$ cat config.mk
export PLATFORM = sky130hd
export DESIGN_NAME = branch_flush_controller
export DESIGN_NICKNAME = d
export VERILOG_FILES = /design/src/rtl/branch_flush_controller.sv
export SDC_FILE = /design/constraint.sdc
export NUM_CORES = 1
export LEC_CHECK = 0
export BUFFER_PORTS_ARGS = -buffer_cell sky130_fd_sc_hd__buf_2
export CAP_MARGIN = 20
export CELL_PAD_IN_SITES_DETAIL_PLACEMENT = 1
export CELL_PAD_IN_SITES_GLOBAL_PLACEMENT = 1
export CORE_ASPECT_RATIO = 1.5
export CORE_MARGIN = 5
export CORE_UTILIZATION = 40
export CTS_CLUSTER_SIZE = 16
export DETAILED_ROUTE_END_ITERATION = 7
export PLACE_DENSITY_LB_ADDON = 0.2
export SLEW_MARGIN = 20
export SYNTH_ARGS = -nofsm -noshare
export SYNTH_HDL_FRONTEND = slang
export SYNTH_SLANG_ARGS = --single-unit
$ cat constraint.sdc
create_clock -name clk -period 4.77 [get_ports clk]
set_input_delay 0.954 -clock clk [delete_from_list [all_inputs] [get_ports clk]]
set_output_delay 0.954 -clock clk [all_outputs]
set_load 0.01 [all_outputs]
$ cat src/rtl/branch_flush_controller.sv
// branch_flush_controller: tracks one in-flight control instruction from decode
// to execute resolution. It stalls fetch while the instruction is unresolved,
// issues a one-cycle PC redirect on a taken outcome, and counts branches and
// taken resolutions with saturating counters.
module branch_flush_controller #(
    parameter int MAX_WAIT = 4
) (
    input  logic        clk,
    input  logic        rst_n,
    input  logic [15:0] instr_decode,
    input  logic        id_valid,
    input  logic        data_stall,
    input  logic        ex_resolve,
    input  logic        ex_taken,
    input  logic [15:0] ex_target,
    output logic        fetch_stall,
    output logic        id_bubble,
    output logic        pc_redirect,
    output logic [15:0] pc_target,
    output logic        busy,
    output logic        timeout_err,
    output logic [15:0] branch_count,
    output logic [15:0] taken_count
);

    typedef enum logic [1:0] {
        ST_IDLE     = 2'd0,
        ST_WAIT     = 2'd1,
        ST_REDIRECT = 2'd2
    } state_t;

    localparam logic [3:0] WAIT_LAST = 4'(MAX_WAIT - 1);

    state_t      state, state_nxt;
    logic [3:0]  wait_cnt;
    logic [4:0]  opcode;
    logic        is_ctrl;
    logic        detect;
    logic        accept;
    logic        take;
    logic        expire;
    logic        unused_bits;

    // Branches occupy opcodes 011xx and jumps 001xx, so the top three bits
    // are enough to recognise the whole control set.
    assign opcode      = instr_decode[15:11];
    assign is_ctrl     = (opcode[4:2] == 3'b011) || (opcode[4:2] == 3'b001);
    assign detect      = id_valid && !data_stall && is_ctrl;
    assign unused_bits = ^instr_decode[10:0];

    // A resolve in the last WAIT cycle wins over the timeout.
    assign accept = (state == ST_IDLE) && detect;
    assign take   = (state == ST_WAIT) && ex_resolve && ex_taken;
    assign expire = (state == ST_WAIT) && !ex_resolve && (wait_cnt == WAIT_LAST);

    // Next-state and pipeline control; fetch_stall is forced low during reset
    // because in IDLE it follows the decode inputs.
    always_comb begin
        state_nxt   = state;
        fetch_stall = 1'b0;
        id_bubble   = 1'b0;
        pc_redirect = 1'b0;
        case (state)
            ST_IDLE: begin
                fetch_stall = detect && rst_n;
                if (detect) state_nxt = ST_WAIT;
            end
            ST_WAIT: begin
                fetch_stall = 1'b1;
                id_bubble   = 1'b1;
                if (ex_resolve) state_nxt = ex_taken ? ST_REDIRECT : ST_IDLE;
                else if (wait_cnt == WAIT_LAST) state_nxt = ST_IDLE;
            end
            ST_REDIRECT: begin
                fetch_stall = 1'b1;
                id_bubble   = 1'b1;
                pc_redirect = 1'b1;
                state_nxt   = ST_IDLE;
            end
            default: state_nxt = ST_IDLE;
        endcase
    end

    // State register; busy is registered alongside it.
    always_ff @(posedge clk or negedge rst_n) begin
        if (!rst_n) begin
            state <= ST_IDLE;
            busy  <= 1'b0;
        end else begin
            state <= state_nxt;
            busy  <= (state_nxt != ST_IDLE);
        end
    end

    // Cycles spent in WAIT for the current control instruction.
    always_ff @(posedge clk or negedge rst_n) begin
        if (!rst_n)                wait_cnt <= 4'd0;
        else if (accept)           wait_cnt <= 4'd0;
        else if (state == ST_WAIT) wait_cnt <= wait_cnt + 4'd1;
    end

    // Redirect target captured from EX on a taken resolve.
    always_ff @(posedge clk or negedge rst_n) begin
        if (!rst_n)    pc_target <= 16'h0000;
        else if (take) pc_target <= ex_target;
    end

    // Saturating statistics counters.
    always_ff @(posedge clk or negedge rst_n) begin
        if (!rst_n) begin
            branch_count <= 16'h0000;
            taken_count  <= 16'h0000;
        end else begin
            if (accept && branch_count != 16'hFFFF) branch_count <= branch_count + 16'd1;
            if (take && taken_count != 16'hFFFF)    taken_count  <= taken_count + 16'd1;
        end
    end

    // Sticky timeout flag, cleared only by reset.
    always_ff @(posedge clk or negedge rst_n) begin
        if (!rst_n)      timeout_err <= 1'b0;
        else if (expire) timeout_err <= 1'b1;
    end

endmodule

Word-level counts from Yosys, hierarchy flattened:

Index checks and enable logic that the tools add are counted.

* register bits: 56
* latch bits: 0
* memory bits (writable): 0
* memory bits (read-only): 0
* input bits: 38
* output and inout port bits: 53
* logic and storage cells: 44
* memories: 0

* $add $sub $neg: 3
* $mul: 0
* div/mod/pow operators: 0
* $lt $le $gt $ge: 0
* eq/ne operators: 7
* shift-type cells: 0
* mux-type cells: 10
* bitwise gates (word level): 0
* reduce and logical (&&, ||, !) cells: 17

Operator list (count)
* adder 16 x 1 -> 16 bit, second input constant: 2
* != test 16 bit, second input constant: 2
* logical AND 1 bit: 10
* 2-to-1 mux 2 bit: 4
* 2-to-1 mux 4 bit: 2
* adder 4 x 1 -> 4 bit, second input constant: 1
* == test 4 x 2 -> 1 bit, second input constant: 1
* case mux 2 bit (2 select lines): 1
* nonzero test 2 bit: 2
* == test 3 x 1 -> 1 bit, second input constant: 1
* == test 3 x 2 -> 1 bit, second input constant: 1
* == test 2 x 1 -> 1 bit, second input constant: 1
* == test 2 bit, second input constant: 1
* zero test 1 bit: 2
* zero test 2 bit: 1
* 2-to-1 mux 1 bit: 2
* case mux 1 bit (2 select lines): 1
* OR reduction 2 bit: 1
* logical OR 1 bit: 1

Depth between registers and ports, before layout:

Gate-level depths: netlist of run 1.

* word-level depth: 6
* mapped depth: 8
* mapped depth without buffers: 6

Worst setup path before layout of run 1:

OpenSTA, ideal clock, no wires.

* kind: input to output
* start: in instr_decode[15]
* end: out fetch_stall
* data arrival time: 1.766 ns
* data required time: 3.816 ns
* setup slack: 2.050 ns
* stages on the path: 4
* buffers on the path: 0
* cells stage by stage: and4bb_2 and2_0 a21oi_1 nor2_1

* word-level cells in the longest chain between the ends: 5
* elaborated cells on any way between the ends: 6
* classes of those cells: 2 x eq/ne; 1 x mux; 3 x reduce/logical

RTL lines
* from (decl): RTL line 10 `input logic [15:0] instr_decode,`
* == test 3 x 2 -> 1 bit / == test 3 x 1 -> 1 bit (equally long branches): RTL line 47 `assign is_ctrl = (opcode[4:2] == 3'b011) || (opcode[4:2] == 3'b001);`
* logical OR 1 bit *: RTL line 47
* logical AND 1 bit *: RTL line 48 `assign detect = id_valid && !data_stall && is_ctrl;`
* logical AND 1 bit *: RTL line 65 `fetch_stall = detect && rst_n;`
* case mux 1 bit (2 select lines) *: RTL line 63 `case (state)`
* to (decl): RTL line 16 `output logic fetch_stall,`

Mark *: on every way between the ends. The rest lies on a longest branch, timed or not.

Worst setup path after layout of run 1:

Ends and elaborated chain as after synthesis.

==> metrics.md, run 1 <==
| Metric | Value |
|---|---|
| Top post-synthesis cells by area | dfrtp_1 (53%), nand2_1 (8.5%), xor2_1 (7.3%) |
| Hold crit path type | reg2reg |
| Data required time of the worst path | 3.82 ns |
| Core ar. | 0.006486 mm2 |
| Most frequent CP cell | buf_2 |
| First DRT Iteration DRCs | 74 |
| Pwr per Cell Area | 459.7 mW/mm2 |
| H-tree depth | 2 |
| Ant diodes | 0 |
| Yosys top cell area share | 0.5298 |
| Netlist cell types | 43 |
| Largest net degree at the start of global routing | 57 |
| Hold slack | 0.4800 ns |
| Slew HR | 0.4606 |
| Ys flop type | dfrtp_1 |
| Critical Path AT | 2.04 ns |
| Io pins | 91 |
| Antenna Violating Nets Remaining | 0 |
| Kind of start point of the critical path | input pin |
| Antenna violations before repair | 0 |
| Mapped Cells | 254 |
| Final Hold Viols | 0 |
| Clock latency on the worst-skew pair | 0.31 ns |
| Clock transition at the registers of the reported paths | 0.10 ns |
| Final #Nets | 375 |
| Port Buf Inserts | 76 |
| Leakage | 1.809 nW |
| Worst vdd ir | 189.5 uV |
| Async set-reset flop share out of synthesis | 1.000 |
| CP max stage delay | 0.33 ns |
| Mapped Avg Cell Area | 10.41 um2 |
| Synth-to-Final Area Change | 21.71% |
| Seq. cell area | 0.001401 mm2 |
| Yosys Warn Count | 0 |
| Final wirelength | 6505 um |
| Hpwl dp | 4872 um |
| CP top delay family | simple AND/OR/NAND/NOR gates |
| Highest-delay cell along the critical path | and4bb_2 |
| Final Cell Area | 0.003219 mm2 |
| Count leader, synth | nand2_1 |
| Post-DR vias/cell | 5.157 |
| CTS Buf Count | 5 |
| # clock sinks | 56 |
| Fin. max-slew vios | 0 |
| Remaining Overflow, GRT | 0 |
| Vias in the first global route | 2238 |
| Crit-path max FO | 6 |
| Slew of the pin with the lowest slew margin | 0.8091 ns |
| EDFF count, synth | 0 |
| Placed cell count | 399 |
| GRT Util Overall | 0.1617 |
| Max Cap Viol | 0 |
| Synth area leader | dfrtp_1 |
| Die ar. | 0.008373 mm2 |
| Final Cycle Share | 0.6272 |
| DR vias | 2099 |
| TNS Setup | 0 ns |
| Fillers | 779 |
| Initial Util | 0.4078 |
| Power Total | 1.480 mW |
| Multi-input gate area | 0.001190 mm2 |
| Global-route wire length before repair | 11010 um |
| Cts hold-fix bufs | 0 |
| RSZ-0062 raised after global routing | no |
| CP Capture Type | output pin |
| Die Width | 76.40 um |
| Synth Register Bits | 56 |
| Synth Net Count | 299 |
| Drt wl/cell | 15.98 um |
| F_max | 0.3343 GHz |
| Util after Layout | 0.4963 |
| Final WS setup | 1.778 ns |
| Share of layout cells above drive strength 1 | 0.2961 |
| Synthesized area | 0.002645 mm2 |
| Outcome | completed |
| Fin cells | 407 |
| Die height | 109.6 um |
| # rows | 36 |
| CP Class | in2out |
| CTS Buffer Depth | 2 |
| Post-CTS Resized | 0 |
| Fin crit period | 2.992 ns |
| DR pass1 iterations | 3 |
| Post-placement setup slack | 1.748 ns |
| Setup-failing EPs final | 0 |
| Setup bufs post-CTS | 0 |
| Drc violations | 0 |
| Placed Area | 0.003093 mm2 |
| CTS tree | yes |
| GP Congestion | 0.7487 |
| Most frequent cells after synthesis | nand2_1 (60), dfrtp_1 (56), xor2_1 (22) |
| Register area share after synthesis | 0.5298 |
| CP bufs+invs | 2 |
| Fin Clk Skew | 0.004540 ns |
| CP Cell Sequence | buf_2 > and4bb_2 > and2_0 > a21oi_1 > nor2_1 > buf_2 |
| Root buf cell | clkbuf_8 |
[sequential cells by signal, indices dropped and copies added, names as in the netlist]
register	count
branch_count	16
busy	1
pc_target	16
state	2
taken_count	16
timeout_err	1
wait_cnt	4
[where the power goes]
group / total, mW / switching [mW] / internal [mW] / leakage [nW]
Clock: 0.341 / 0.156 / 0.186 / 0.0645
Sequential: 0.684 / 0.0906 / 0.593 / 0.735
Combinational: 0.455 / 0.259 / 0.195 / 1.01
[layout make-up]
| class | instances | area share |
|---|---|---|
| clock inverter | 1 | 0.009328 |
| multi-input combinational | 185 | 0.3696 |
| timing repair buffer | 77 | 0.1205 |
| clock buffer | 7 | 0.02993 |
| sequential | 56 | 0.4353 |
| tap | 76 | 0.02954 |
| inverter | 5 | 0.005830 |
[final timing paths]
kind,start,cells past startpoint,slack (ns),endpoint
worst max-delay path,instr_decode[15],6,1.78,fetch_stall
worst min-delay path,pc_target[4],2,0.48,pc_target[4]
worst max register to register,state[1],6,2.32,taken_count[11]
worst min register to register,pc_target[4],2,0.48,pc_target[4]
max in group asynchronous,rst_n,2,3.47,pc_target[8]
min in group asynchronous,rst_n,2,0.81,taken_count[14]
[cell usage in the layout, fill, tap and decap left out, types with 6 or more instances in the layout]
cell,n
nand3_1,9
dfrtp_1,56
ha_1,7
clkbuf_8,7
buf_2,76
and4_1,6
nand2_1,60
nor3_1,9
xor2_1,22
and3_1,7
nor2_1,11
[routing by layer]
metal	track usage	share of wire	vias to the layer above
li1	-	-	1013
met1	0.1892	0.41	1023
met2	0.2868	0.52	53
met3	0.04180	0.046	10
met4	0.05625	0.022	0
met5	0	0	-
[worst register-to-register path, delay by kind of cell (launching register included)]
family,cells,cell delay [ns]
flip-flops,1,0.43
buffers and inverters,1,0.09
AND/OR/NAND/NOR,3,1.37
XOR/XNOR,1,0.15
adder cells (fa/ha/maj),1,0.32
[cells by family (layout without fill, tap and decap cells)]
group | count (synthesis) | count (layout) | synth area share
adder cells (fa/ha/maj) | 7 | 7 | 0.03311
AND/OR/NAND/NOR | 133 | 133 | 0.2715
flip-flops | 56 | 56 | 0.5298
multiplexers | 7 | 7 | 0.03074
AO/OA/AOI/OAI | 12 | 12 | 0.02838
XOR/XNOR | 26 | 26 | 0.08609
buffers and inverters | 13 | 90 | 0.02034
Note: power is estimated with default switching activity, not from simulation.
==> run 2, diff against run 1 <==
- CORE_UTILIZATION: 40 -> 37
- clock period: 4.77 -> 3.08 ns (I/O delays scaled with it)
==> run 2 against run 1 <==
Effect of this change:
- flip-flop and latch count unchanged
- global-route usage fell by 0.62 points
- largest cell class unchanged
- core utilization shrank 2.9 points
- highest routed layer unchanged
- critical endpoint unchanged
- critical path type is now reg2out
==> metrics.md, run 2 (synthesis gave the netlist of run 1 again) <==
| Metric | Value |
|---|---|
| Die Width | 79.04 um (+3.5%) |
| Fillers | 827 (+6.2%) |
| Hold crit path type | in2async |
| CP Capture Type | output pin |
| Antenna Violating Nets Remaining | 0 (unchanged) |
| Post-DR vias/cell | 5.177 (+0.39%) |
| Largest net degree at the start of global routing | 57 (unchanged) |
| CTS Buf Count | 5 (unchanged) |
| # clock sinks | 56 (unchanged) |
| DR vias | 2133 (+1.6%) |
| Worst setup path end | fetch_stall |
| Largest registers | branch_count (16), pc_target (16), taken_count (16) |
| Clock transition at the registers of the reported paths | 0.10 ns (about the same) |
| Slew HR | 0.5111 (+0.05050) |
| First DRT Iteration DRCs | 76 (+2.7%) |
| Final wirelength | 6572 um (+1.0%) |
| GRT Util Overall | 0.1555 (-0.006180) |
| Slew of the pin with the lowest slew margin | 0.7334 ns (-0.07575 ns) |
| Seq. cell area | 0.001401 mm2 (unchanged) |
| Drt wl/cell | 15.95 um (-0.20%) |
| Ant diodes | 0 (unchanged) |
| CP Class | reg2out |
| Most common cell after layout, fill and taps aside | buf_2 |
| CP max stage delay | 0.41 ns (+0.08 ns) |
| H-tree depth | 2 (unchanged) |
| Multi-input gate area | 0.001190 mm2 (unchanged) |
| Antenna violations before repair | 0 (unchanged) |
| Synth-to-Final Area Change | 21.95% |
| Fin crit period | 2.202 ns |
| Data required time of the worst path | 2.46 ns (-1.36 ns) |
| RR Startpoint | state[1] |
| Vias in the first global route | 2337 (+4.4%) |
| Fin Clk Skew | 0.007668 ns (+0.003128 ns) |
| Setup bufs post-CTS | 0 (unchanged) |
| Fin. max-slew vios | 0 (unchanged) |
| Core ar. | 0.006898 mm2 (+6.3%) |
| F_max | 0.4541 GHz |
| Worst vdd ir | 371.7 uV (+96%) |
| Kind of start point of the critical path | flop |
| GP Congestion | 0.7657 (+2.3%) |
| CP Depth | 6 (unchanged) |
| Global-route wire length before repair | 11110 um (+0.95%) |
| Final Cycle Share | 0.7150 |
| Final #Nets | 378 (+0.80%) |
| Post-CTS Resized | 0 (unchanged) |
| R2R depth | 6 (unchanged) |
| Initial Util | 0.3835 (-0.02434) |
| Crit-path max FO | 5 (-1) |
| # rows | 37 (+2.8%) |
| DR pass1 iterations | 4 (+1) |
| Worst R2R End | taken_count[3] |
| Hold slack | 0.4682 ns (-0.01183 ns) |
| Remaining Overflow, GRT | 0 (unchanged) |
| Crit path launch | state[0] |
| Hpwl dp | 4973 um (+2.1%) |
| Pwr per Cell Area | 697.9 mW/mm2 (+52%) |
| CP top delay family | flip-flops |
| Io pins | 91 (unchanged) |
| RSZ-0062 raised after global routing | no |
| Most frequent cells in the layout | buf_2 (76), nand2_1 (60), dfrtp_1 (56) |
| Cts hold-fix bufs | 0 (unchanged) |
| Root buf cell | clkbuf_8 |
| Highest-delay cell along the critical path | dfrtp_1 |
| Share of layout cells above drive strength 1 | 0.2994 (+0.003329) |
| Final Cell Area | 0.003226 mm2 (+0.19%) |
| TNS Setup | 0 ns (unchanged) |
| Port Buf Inserts | 76 (unchanged) |
| CTS tree | yes |
| CP bufs+invs | 2 (unchanged) |
| Placed Area | 0.003118 mm2 (+0.81%) |
| Critical Path AT | 1.59 ns (-0.45 ns) |
| Die height | 113.6 um (+3.6%) |
| Clock latency on the worst-skew pair | 0.32 ns (about the same) |
| Setup-failing EPs final | 0 (unchanged) |
| CP Cell Sequence | inv_1 > ha_1 > and2_0 > a21oi_1 > nor2_1 > buf_2 |
| Final Hold Viols | 0 (unchanged) |
| Drc violations | 0 (unchanged) |
| Die ar. | 0.008975 mm2 (+7.2%) |
| Worst reg-to-reg setup slack | 0.99 ns (-1.33 ns) |
| Leakage | 1.815 nW (+0.32%) |
| Max Cap Viol | 0 (unchanged) |
| CTS Buffer Depth | 2 (unchanged) |
| Outcome | completed |
==> run 2: worst min path at each step <==
stage,depth (start not counted),slack (ns),end
after global placement,2,0.45,timeout_err
final,2,0.47,taken_count[13]
after global routing,3,0.47,pc_target[10]
after CTS,3,0.46,pc_target[10]
after floorplan,0,0.32,branch_count[0]
after detailed placement,2,0.46,pc_target[1]
==> run 2: layer usage <==
layer  track usage  share of wire  vias to the layer above
li1              -              -                     1019
met1        0.1710           0.39                     1061
met2        0.2874           0.54                       46
met3       0.03712          0.045                        7
met4       0.05390          0.019                        0
met5             0              0                        -
==> run 2: area by class of cell <==
type | count | area share
Clock buffer | 6 | 0.02250
Clock inverter | 2 | 0.01086
Inverter | 5 | 0.005818
Multi-Input combinational cell | 185 | 0.3689
Sequential cell | 56 | 0.4344
Tap cell | 78 | 0.03026
Timing Repair Buffer | 80 | 0.1272
==> run 2: per-stage QoR <==
step	total power [mW]	setup slack, ns	instances	util
finish	2.251	0.8777	412	0.4676
global route	2.436	0.7122	412	0.4676
CTS	2.304	0.8232	412	0.4676
detailed placement	1.802	0.8943	404	0.4520
global placement	1.772	0.9051	404	0.4520
floorplan	1.477	1.036	254	-
==> run 2: power by group <==
group	switching, mW	total, mW	leakage [nW]	internal (mW)
registers	0.135	1.05	0.735	0.919
logic	0.403	0.712	1.02	0.308
clock network	0.243	0.485	0.0552	0.242
